[src/rtl/multicycle_ctrl_if.sv]
// ============================================================================
// Module      : multicycle_ctrl_if
// Description : Opcode/status inputs and datapath control strobes of the
//               multicycle controller, grouped with master/slave views.
// Revision    : 1.0 - initial release
// ============================================================================
`default_nettype none

interface multicycle_ctrl_if;
    logic [6:0] op;
    logic       zero;
    logic       mem_ready;
    logic       pc_write;
    logic       ir_write;
    logic       adr_src;
    logic       mem_write;
    logic       reg_write;
    logic [1:0] result_src;
    logic [1:0] alu_src_a;
    logic [1:0] alu_src_b;
    logic [1:0] alu_op;
    logic [3:0] state;
    logic       instr_done;

    // Master is the datapath/memory side; slave is the controller.
    modport master (
        output op, zero, mem_ready,
        input  pc_write, ir_write, adr_src, mem_write, reg_write,
        input  result_src, alu_src_a, alu_src_b, alu_op, state, instr_done
    );

    modport slave (
        input  op, zero, mem_ready,
        output pc_write, ir_write, adr_src, mem_write, reg_write,
        output result_src, alu_src_a, alu_src_b, alu_op, state, instr_done
    );
endinterface

`default_nettype wire

[src/rtl/multicycle_ctrl.sv]
// ============================================================================
// Module      : multicycle_ctrl
// Description : Moore control FSM for a multicycle RV32 subset datapath.
// Revision    : 1.0 - initial release
// ============================================================================
`default_nettype none

module multicycle_ctrl (
    input  wire logic         clk,
    input  wire logic         reset,
    multicycle_ctrl_if.slave  bus
);

    localparam logic [6:0] OP_LW    = 7'b0000011;
    localparam logic [6:0] OP_SW    = 7'b0100011;
    localparam logic [6:0] OP_RTYPE = 7'b0110011;
    localparam logic [6:0] OP_ITYPE = 7'b0010011;
    localparam logic [6:0] OP_BEQ   = 7'b1100011;
    localparam logic [6:0] OP_JAL   = 7'b1101111;

    typedef enum logic [3:0] {
        FETCH    = 4'd0,
        DECODE   = 4'd1,
        MEMADR   = 4'd2,
        MEMREAD  = 4'd3,
        MEMWB    = 4'd4,
        MEMWRITE = 4'd5,
        EXECUTER = 4'd6,
        ALUWB    = 4'd7,
        EXECUTEI = 4'd8,
        JAL      = 4'd9,
        BEQ      = 4'd10
    } state_t;

    // Pure state-decoded controls plus flags that qualify the input-dependent
    // strobes (pc_write, ir_write, instr_done) against mem_ready/zero.
    typedef struct packed {
        logic       adr_src;
        logic       mem_write;
        logic       reg_write;
        logic [1:0] result_src;
        logic [1:0] alu_src_a;
        logic [1:0] alu_src_b;
        logic [1:0] alu_op;
        logic       in_fetch;
        logic       in_beq;
        logic       in_jal;
        logic       done;
    } ctrl_t;

    function automatic ctrl_t decode(input state_t s);
        ctrl_t c;
        c = '0;
        case (s)
            FETCH: begin
                c.alu_src_b  = 2'b10;
                c.result_src = 2'b10;
                c.in_fetch   = 1'b1;
            end
            DECODE: begin
                c.alu_src_a = 2'b01;
                c.alu_src_b = 2'b01;
            end
            MEMADR: begin
                c.alu_src_a = 2'b10;
                c.alu_src_b = 2'b01;
            end
            MEMREAD: begin
                c.adr_src = 1'b1;
            end
            MEMWB: begin
                c.result_src = 2'b01;
                c.reg_write  = 1'b1;
                c.done       = 1'b1;
            end
            MEMWRITE: begin
                c.adr_src   = 1'b1;
                c.mem_write = 1'b1;
            end
            EXECUTER: begin
                c.alu_src_a = 2'b10;
                c.alu_op    = 2'b10;
            end
            ALUWB: begin
                c.reg_write = 1'b1;
                c.done      = 1'b1;
            end
            EXECUTEI: begin
                c.alu_src_a = 2'b10;
                c.alu_src_b = 2'b01;
                c.alu_op    = 2'b10;
            end
            JAL: begin
                c.alu_src_a = 2'b01;
                c.alu_src_b = 2'b10;
                c.in_jal    = 1'b1;
            end
            BEQ: begin
                c.alu_src_a = 2'b10;
                c.alu_op    = 2'b01;
                c.in_beq    = 1'b1;
                c.done      = 1'b1;
            end
            default: c = '0;
        endcase
        return c;
    endfunction

    state_t state_q;
    state_t next_state;
    ctrl_t  ctrl_q;
    ctrl_t  ctrl_out;

    always_comb begin
        next_state = FETCH;
        case (state_q)
            FETCH:    next_state = bus.mem_ready ? DECODE : FETCH;
            DECODE: begin
                case (bus.op)
                    OP_LW, OP_SW: next_state = MEMADR;
                    OP_RTYPE:     next_state = EXECUTER;
                    OP_ITYPE:     next_state = EXECUTEI;
                    OP_BEQ:       next_state = BEQ;
                    OP_JAL:       next_state = JAL;
                    default:      next_state = FETCH;
                endcase
            end
            MEMADR:   next_state = (bus.op == OP_SW) ? MEMWRITE : MEMREAD;
            MEMREAD:  next_state = bus.mem_ready ? MEMWB : MEMREAD;
            MEMWRITE: next_state = bus.mem_ready ? FETCH : MEMWRITE;
            EXECUTER: next_state = ALUWB;
            EXECUTEI: next_state = ALUWB;
            JAL:      next_state = ALUWB;
            default:  next_state = FETCH;
        endcase
    end

    // Controls are registered alongside the state by decoding the next state.
    always_ff @(posedge clk) begin
        if (reset) begin
            state_q <= FETCH;
            ctrl_q  <= decode(FETCH);
        end else begin
            state_q <= next_state;
            ctrl_q  <= decode(next_state);
        end
    end

    // While reset is held the datapath sees FETCH selects with every strobe
    // suppressed, even in the cycle before the reset edge lands.
    always_comb begin
        ctrl_out = reset ? decode(FETCH) : ctrl_q;
    end

    assign bus.adr_src    = ctrl_out.adr_src;
    assign bus.mem_write  = ctrl_out.mem_write;
    assign bus.reg_write  = ctrl_out.reg_write;
    assign bus.result_src = ctrl_out.result_src;
    assign bus.alu_src_a  = ctrl_out.alu_src_a;
    assign bus.alu_src_b  = ctrl_out.alu_src_b;
    assign bus.alu_op     = ctrl_out.alu_op;
    assign bus.ir_write   = ~reset & ctrl_out.in_fetch & bus.mem_ready;
    assign bus.pc_write   = ~reset & ((ctrl_out.in_fetch & bus.mem_ready) |
                                      (ctrl_out.in_beq & bus.zero) |
                                      ctrl_out.in_jal);
    assign bus.instr_done = ~reset & (ctrl_out.done |
                                      (ctrl_out.mem_write & bus.mem_ready));
    assign bus.state      = state_q;

endmodule

`default_nettype wire
[src/flat_wrapper.sv]
// flat-port wrapper written by rule: the top's interface ports become plain ports
module multicycle_ctrl_flat 
  (clk, reset, bus_op, bus_zero, bus_mem_ready, bus_pc_write, bus_ir_write, bus_adr_src, bus_mem_write, bus_reg_write, bus_result_src, bus_alu_src_a, bus_alu_src_b, bus_alu_op, bus_state, bus_instr_done);
  multicycle_ctrl_if bus_i ();
  input  wire logic clk;
  input  wire logic reset;
  input wire logic [$bits(bus_i.op)-1:0] bus_op;
  input wire logic [$bits(bus_i.zero)-1:0] bus_zero;
  input wire logic [$bits(bus_i.mem_ready)-1:0] bus_mem_ready;
  output wire logic [$bits(bus_i.pc_write)-1:0] bus_pc_write;
  output wire logic [$bits(bus_i.ir_write)-1:0] bus_ir_write;
  output wire logic [$bits(bus_i.adr_src)-1:0] bus_adr_src;
  output wire logic [$bits(bus_i.mem_write)-1:0] bus_mem_write;
  output wire logic [$bits(bus_i.reg_write)-1:0] bus_reg_write;
  output wire logic [$bits(bus_i.result_src)-1:0] bus_result_src;
  output wire logic [$bits(bus_i.alu_src_a)-1:0] bus_alu_src_a;
  output wire logic [$bits(bus_i.alu_src_b)-1:0] bus_alu_src_b;
  output wire logic [$bits(bus_i.alu_op)-1:0] bus_alu_op;
  output wire logic [$bits(bus_i.state)-1:0] bus_state;
  output wire logic [$bits(bus_i.instr_done)-1:0] bus_instr_done;
  assign bus_i.op = bus_op;
  assign bus_i.zero = bus_zero;
  assign bus_i.mem_ready = bus_mem_ready;
  assign bus_pc_write = bus_i.pc_write;
  assign bus_ir_write = bus_i.ir_write;
  assign bus_adr_src = bus_i.adr_src;
  assign bus_mem_write = bus_i.mem_write;
  assign bus_reg_write = bus_i.reg_write;
  assign bus_result_src = bus_i.result_src;
  assign bus_alu_src_a = bus_i.alu_src_a;
  assign bus_alu_src_b = bus_i.alu_src_b;
  assign bus_alu_op = bus_i.alu_op;
  assign bus_state = bus_i.state;
  assign bus_instr_done = bus_i.instr_done;
  multicycle_ctrl u_core (.clk(clk), .reset(reset), .bus(bus_i));
endmodule
[config.mk]
export PLATFORM = sky130hd
export DESIGN_NAME = multicycle_ctrl_flat
export DESIGN_NICKNAME = d
export VERILOG_FILES = /design/src/rtl/multicycle_ctrl_if.sv /design/src/rtl/multicycle_ctrl.sv /design/src/flat_wrapper.sv
export SDC_FILE = /design/constraint.sdc
export NUM_CORES = 1
export LEC_CHECK = 0
export ABC_CLOCK_PERIOD_IN_PS = 3800
export BUFFER_PORTS_ARGS = -buffer_cell sky130_fd_sc_hd__buf_2
export CORE_ASPECT_RATIO = 0.75
export CORE_MARGIN = 2
export CORE_UTILIZATION = 38
export DETAILED_ROUTE_END_ITERATION = 10
export GPL_ROUTABILITY_DRIVEN = 1
export MAX_ROUTING_LAYER = met4
export SLEW_MARGIN = 20
export SYNTH_ARGS = -nofsm -noshare
export SYNTH_HDL_FRONTEND = slang
export SYNTH_SLANG_ARGS = --single-unit
[constraint.sdc]
create_clock -name clk -period 3.8 [get_ports clk]
set_input_delay 0.95 -clock clk [delete_from_list [all_inputs] [get_ports clk]]
set_output_delay 0.95 -clock clk [all_outputs]
set_load 0.02 [all_outputs]
==> results.sh <==
export IMPL_grt_total_usage_pct=16.5
export IMPL_io_pins=29
export IMPL_dr_total_vias=869
export IMPL_critPathMaxStageDelay_ns=0.33
export IMPL_leakagePower_nw=0.491
export IMPL_clk_pin_slew_ns=0.09
export IMPL_via_per_inst=5.11
export IMPL_syn_nets=118
export IMPL_synthXorXnorAreaFrac_pct=0
export IMPL_wl_met2_um=892
export IMPL_cts_setup_buffers=0
export IMPL_grt_ovfl_total=0
export IMPL_yosysSeqAreaShare_pct=37.6
export IMPL_reg2reg_from="u_core.bus.state[0]$_SDFF_PP0_"
export IMPL_powerDensity_nw_per_um2=296
export IMPL_syn_area_um2=906
export IMPL_fp_dieH_um=46.3
export IMPL_crit_type="input pin to output port"
export IMPL_hold_viol_final=0
export IMPL_min_to="u_core.ctrl_q[8]$_SDFF_PP0_"
export IMPL_seq_power_share_pct=56.9
export IMPL_nets=148
export IMPL_setup_tns_ns=0
export IMPL_antenna_left=0
export IMPL_grt_max_degree=24
export IMPL_p_comb_share_pct=14.0
export IMPL_status="finished, final reports clean"
export IMPL_wl_per_cell_um=11.8
export IMPL_critPathArrivalTime_ns=1.67
export IMPL_synthTopCellsByArea="dfxtp_1 (38%), nor2b_1 (6.9%), nor2_1 (5.4%), a21oi_1 (3.3%), nand2_1 (3.3%)"
export IMPL_cp_max_fo=23
export IMPL_syn2layout_area_growth_pct=21.1
export IMPL_cp_common_cell="buf_2"
export IMPL_fin_crit_sh_pct=68.9
export IMPL_min_from="u_core.bus.state[3]$_SDFF_PP0_"
export IMPL_cp_num_buf_inv=2
export IMPL_pwr_share_clk_pct=29.2
export IMPL_cts_inserted_buffers=3
export IMPL_wl_met1_um=952
export IMPL_initial_core_util_pct=39.9
export IMPL_clock_skew_ns=0.00758
export IMPL_drive_gt1_share_pct=32.4
export IMPL_rsz0062_at_grt="false"
export IMPL_netlist_instances=107
export IMPL_cts_sink_count=17
export IMPL_p_int_w=0.000239
export IMPL_layout_min_cycle_time_ns=2.62
export IMPL_synth_warnings=0
export IMPL_slew_headroom_pct=44.3
export IMPL_worst_pin_slew_ns=0.825
export IMPL_hold_depth=3
export IMPL_hp_class="flop to flop"
export IMPL_clockBufferDepth=2
export IMPL_synth_enable_flop_cells=0
export IMPL_insertion_delay_ns=0.29
export IMPL_synth_top_family_by_area="simple AND/OR/NAND/NOR gates"
export IMPL_rows=15
export IMPL_highest_layer="met3"
export IMPL_synth_ff_type="dfxtp_1"
export IMPL_antenna_found_initial=0
export IMPL_worst_setup_path_start_kind="input pin"
export IMPL_synth_area_mux_share_pct=0
export IMPL_hpwl_um=1510
export IMPL_swShare_pct=26.3
export IMPL_setup_violations=0
export IMPL_gp_congestion=0.917
export IMPL_synth_async_reset_ratio_pct=0
export IMPL_core_area_um2=2270
export IMPL_max_freq_mhz=382
export IMPL_ys_seq_elements=17
export IMPL_cts_tree="yes"
export IMPL_diodes=0
export IMPL_critPathRequiredTime_ns=2.85
export IMPL_drc=0
export IMPL_rr_endpoint="u_core.ctrl_q[7]$_SDFF_PP1_"
export IMPL_postCtsHoldBufs=0
export IMPL_yosysMostFrequentCell="dfxtp_1"
export IMPL_crit_path_end_kind="output port"
export IMPL_worstRegToRegCells=5
export IMPL_finalMaxSlewViolations=0
export IMPL_power_total_w=0.000325
export IMPL_dieArea_um2=2790
export IMPL_critical_path_cell_chain="buf_2 > or2_2 > buf_2"
export IMPL_cts_root_buf="clkbuf_4"
export IMPL_met3_length_um=161
export IMPL_firstDrtPassIters=4
export IMPL_synth_simple_area_share_pct=40.9
export IMPL_synth_compound_area_share_pct=16.7
export IMPL_r2r_slack_ns=1.60
export IMPL_htreeDepth=1
export IMPL_yosys_area_top_type="dfxtp_1"
export IMPL_ir_drop_mv=0.191
export IMPL_die_x_um=60.4
export IMPL_avgSynthCellArea_um2=8.47
export IMPL_yosys_area_share_adder_pct=1.10
export IMPL_drv_cap=0
export IMPL_cts_resized=0
export IMPL_drt_iter0_drc=44
export IMPL_p_sw_w=0.0000856
export IMPL_ys_top_cells_by_count="dfxtp_1 (17), nor2_1 (13), nor2b_1 (10)"
export IMPL_synth_top_area_share_pct=37.6
export IMPL_routed_wl_um=2010
export IMPL_grt_pass1_wl_um=3270
export IMPL_grt_pass1_vias=732
export IMPL_yosysUniqueCellTypes=39
export IMPL_port_buffers=28
export IMPL_slowest_stage="or2_2"
export IMPL_cp_top_family="buffers and inverters"
-- tightest hold or removal path: cells and delay by family (launching register included) --
family / cells / cell delay, ns
flops: 1 / 0.37
compound gates: 1 / 0.11
buf+inv: 1 / 0.13
simple gates: 1 / 0.09
-- cells in the final DEF (no fill, tap or decap), types with 2 or more instances in the layout --
cell type	netlist	layout
o21ai_0	4	4
nor4_1	2	2
a31o_1	2	2
or4b_1	2	2
dfxtp_1	17	17
nor3b_1	2	2
a21oi_1	6	6
buf_2	0	28
or2_2	3	3
inv_1	3	3
and3_1	2	2
nor2b_1	10	10
or3b_2	2	2
nor2_1	13	13
clkbuf_4	0	3
nand3b_1	3	3
and2b_1	3	3
or2_4	2	2
nand2_1	8	8
-- cells by family after synthesis --
| logic type | count (synthesis) |
|---|---|
| AND/OR/NAND/NOR | 60 |
| adder cells (fa/ha/maj) | 1 |
| flip-flops | 17 |
| AO/OA/AOI/OAI | 22 |
| buffers and inverters | 7 |
-- power groups by stage --
stage | Clock [W] | Sequential, W | Combinational (W)
global route | 0.000105 | 0.000185 | 0.0000507
global placement | 0 | 0.000189 | 0.0000445
finish | 0.0000947 | 0.000185 | 0.0000454
CTS | 0.0000984 | 0.000185 | 0.0000454
floorplan | 0 | 0.000189 | 0.0000283
detailed placement | 0 | 0.000189 | 0.0000451
-- through the flow --
stage	std cells	instance area (um2)	util, %	hold WS (ns)	setup slack [ns]
6_report	170	1100	48.3	0.721	1.18
5_1_grt	170	1100	48.3	0.828	1.14
4_1_cts	170	1100	48.3	0.725	1.18
3_5_place_dp	166	1070	47.1	0.701	1.07
3_3_place_gp	166	1070	47.1	0.705	1.09
2_1_floorplan	107	906	-	0.719	1.25
-- routing by layer --
layer / vias up / track usage [%]
met5: - / -
met4: 0 / 3.56
met3: 0 / 5.34
met2: 34 / 24.6
met1: 394 / 21.8
li1: 441 / -
-- layout make-up --
| cell class | count | area (um2) |
|---|---|---|
| timing repair buffer | 28 | 140 |
| sequential | 17 | 340 |
| inverter | 4 | 15.0 |
| clock buffer | 3 | 22.5 |
| fill | 238 | 1170 |
| tap | 34 | 42.5 |
| multi-input combinational | 83 | 532 |
| clock inverter | 1 | 5.00 |
-- sequential cells by signal, summed over array words and instances (netlist names) --
signal            count
u_core.ctrl_q        13
u_core.bus.state      4
-- how the worst max path moves through the flow --
stage               startpoint                           end  slack (ns)  depth (start not counted)
floorplan            bus_op[3]  u_core.ctrl_q[14]$_SDFF_PP0_        1.25                          5
global placement     bus_op[3]  u_core.ctrl_q[14]$_SDFF_PP0_        1.09                          6
detailed placement   bus_op[3]   u_core.ctrl_q[7]$_SDFF_PP1_        1.07                          6
CTS                      reset              bus_alu_src_b[1]        1.18                          3
global route             reset              bus_alu_src_b[1]        1.14                          3
finish                   reset             bus_result_src[1]        1.18                          3
Note: power is estimated with default switching activity, not from simulation.
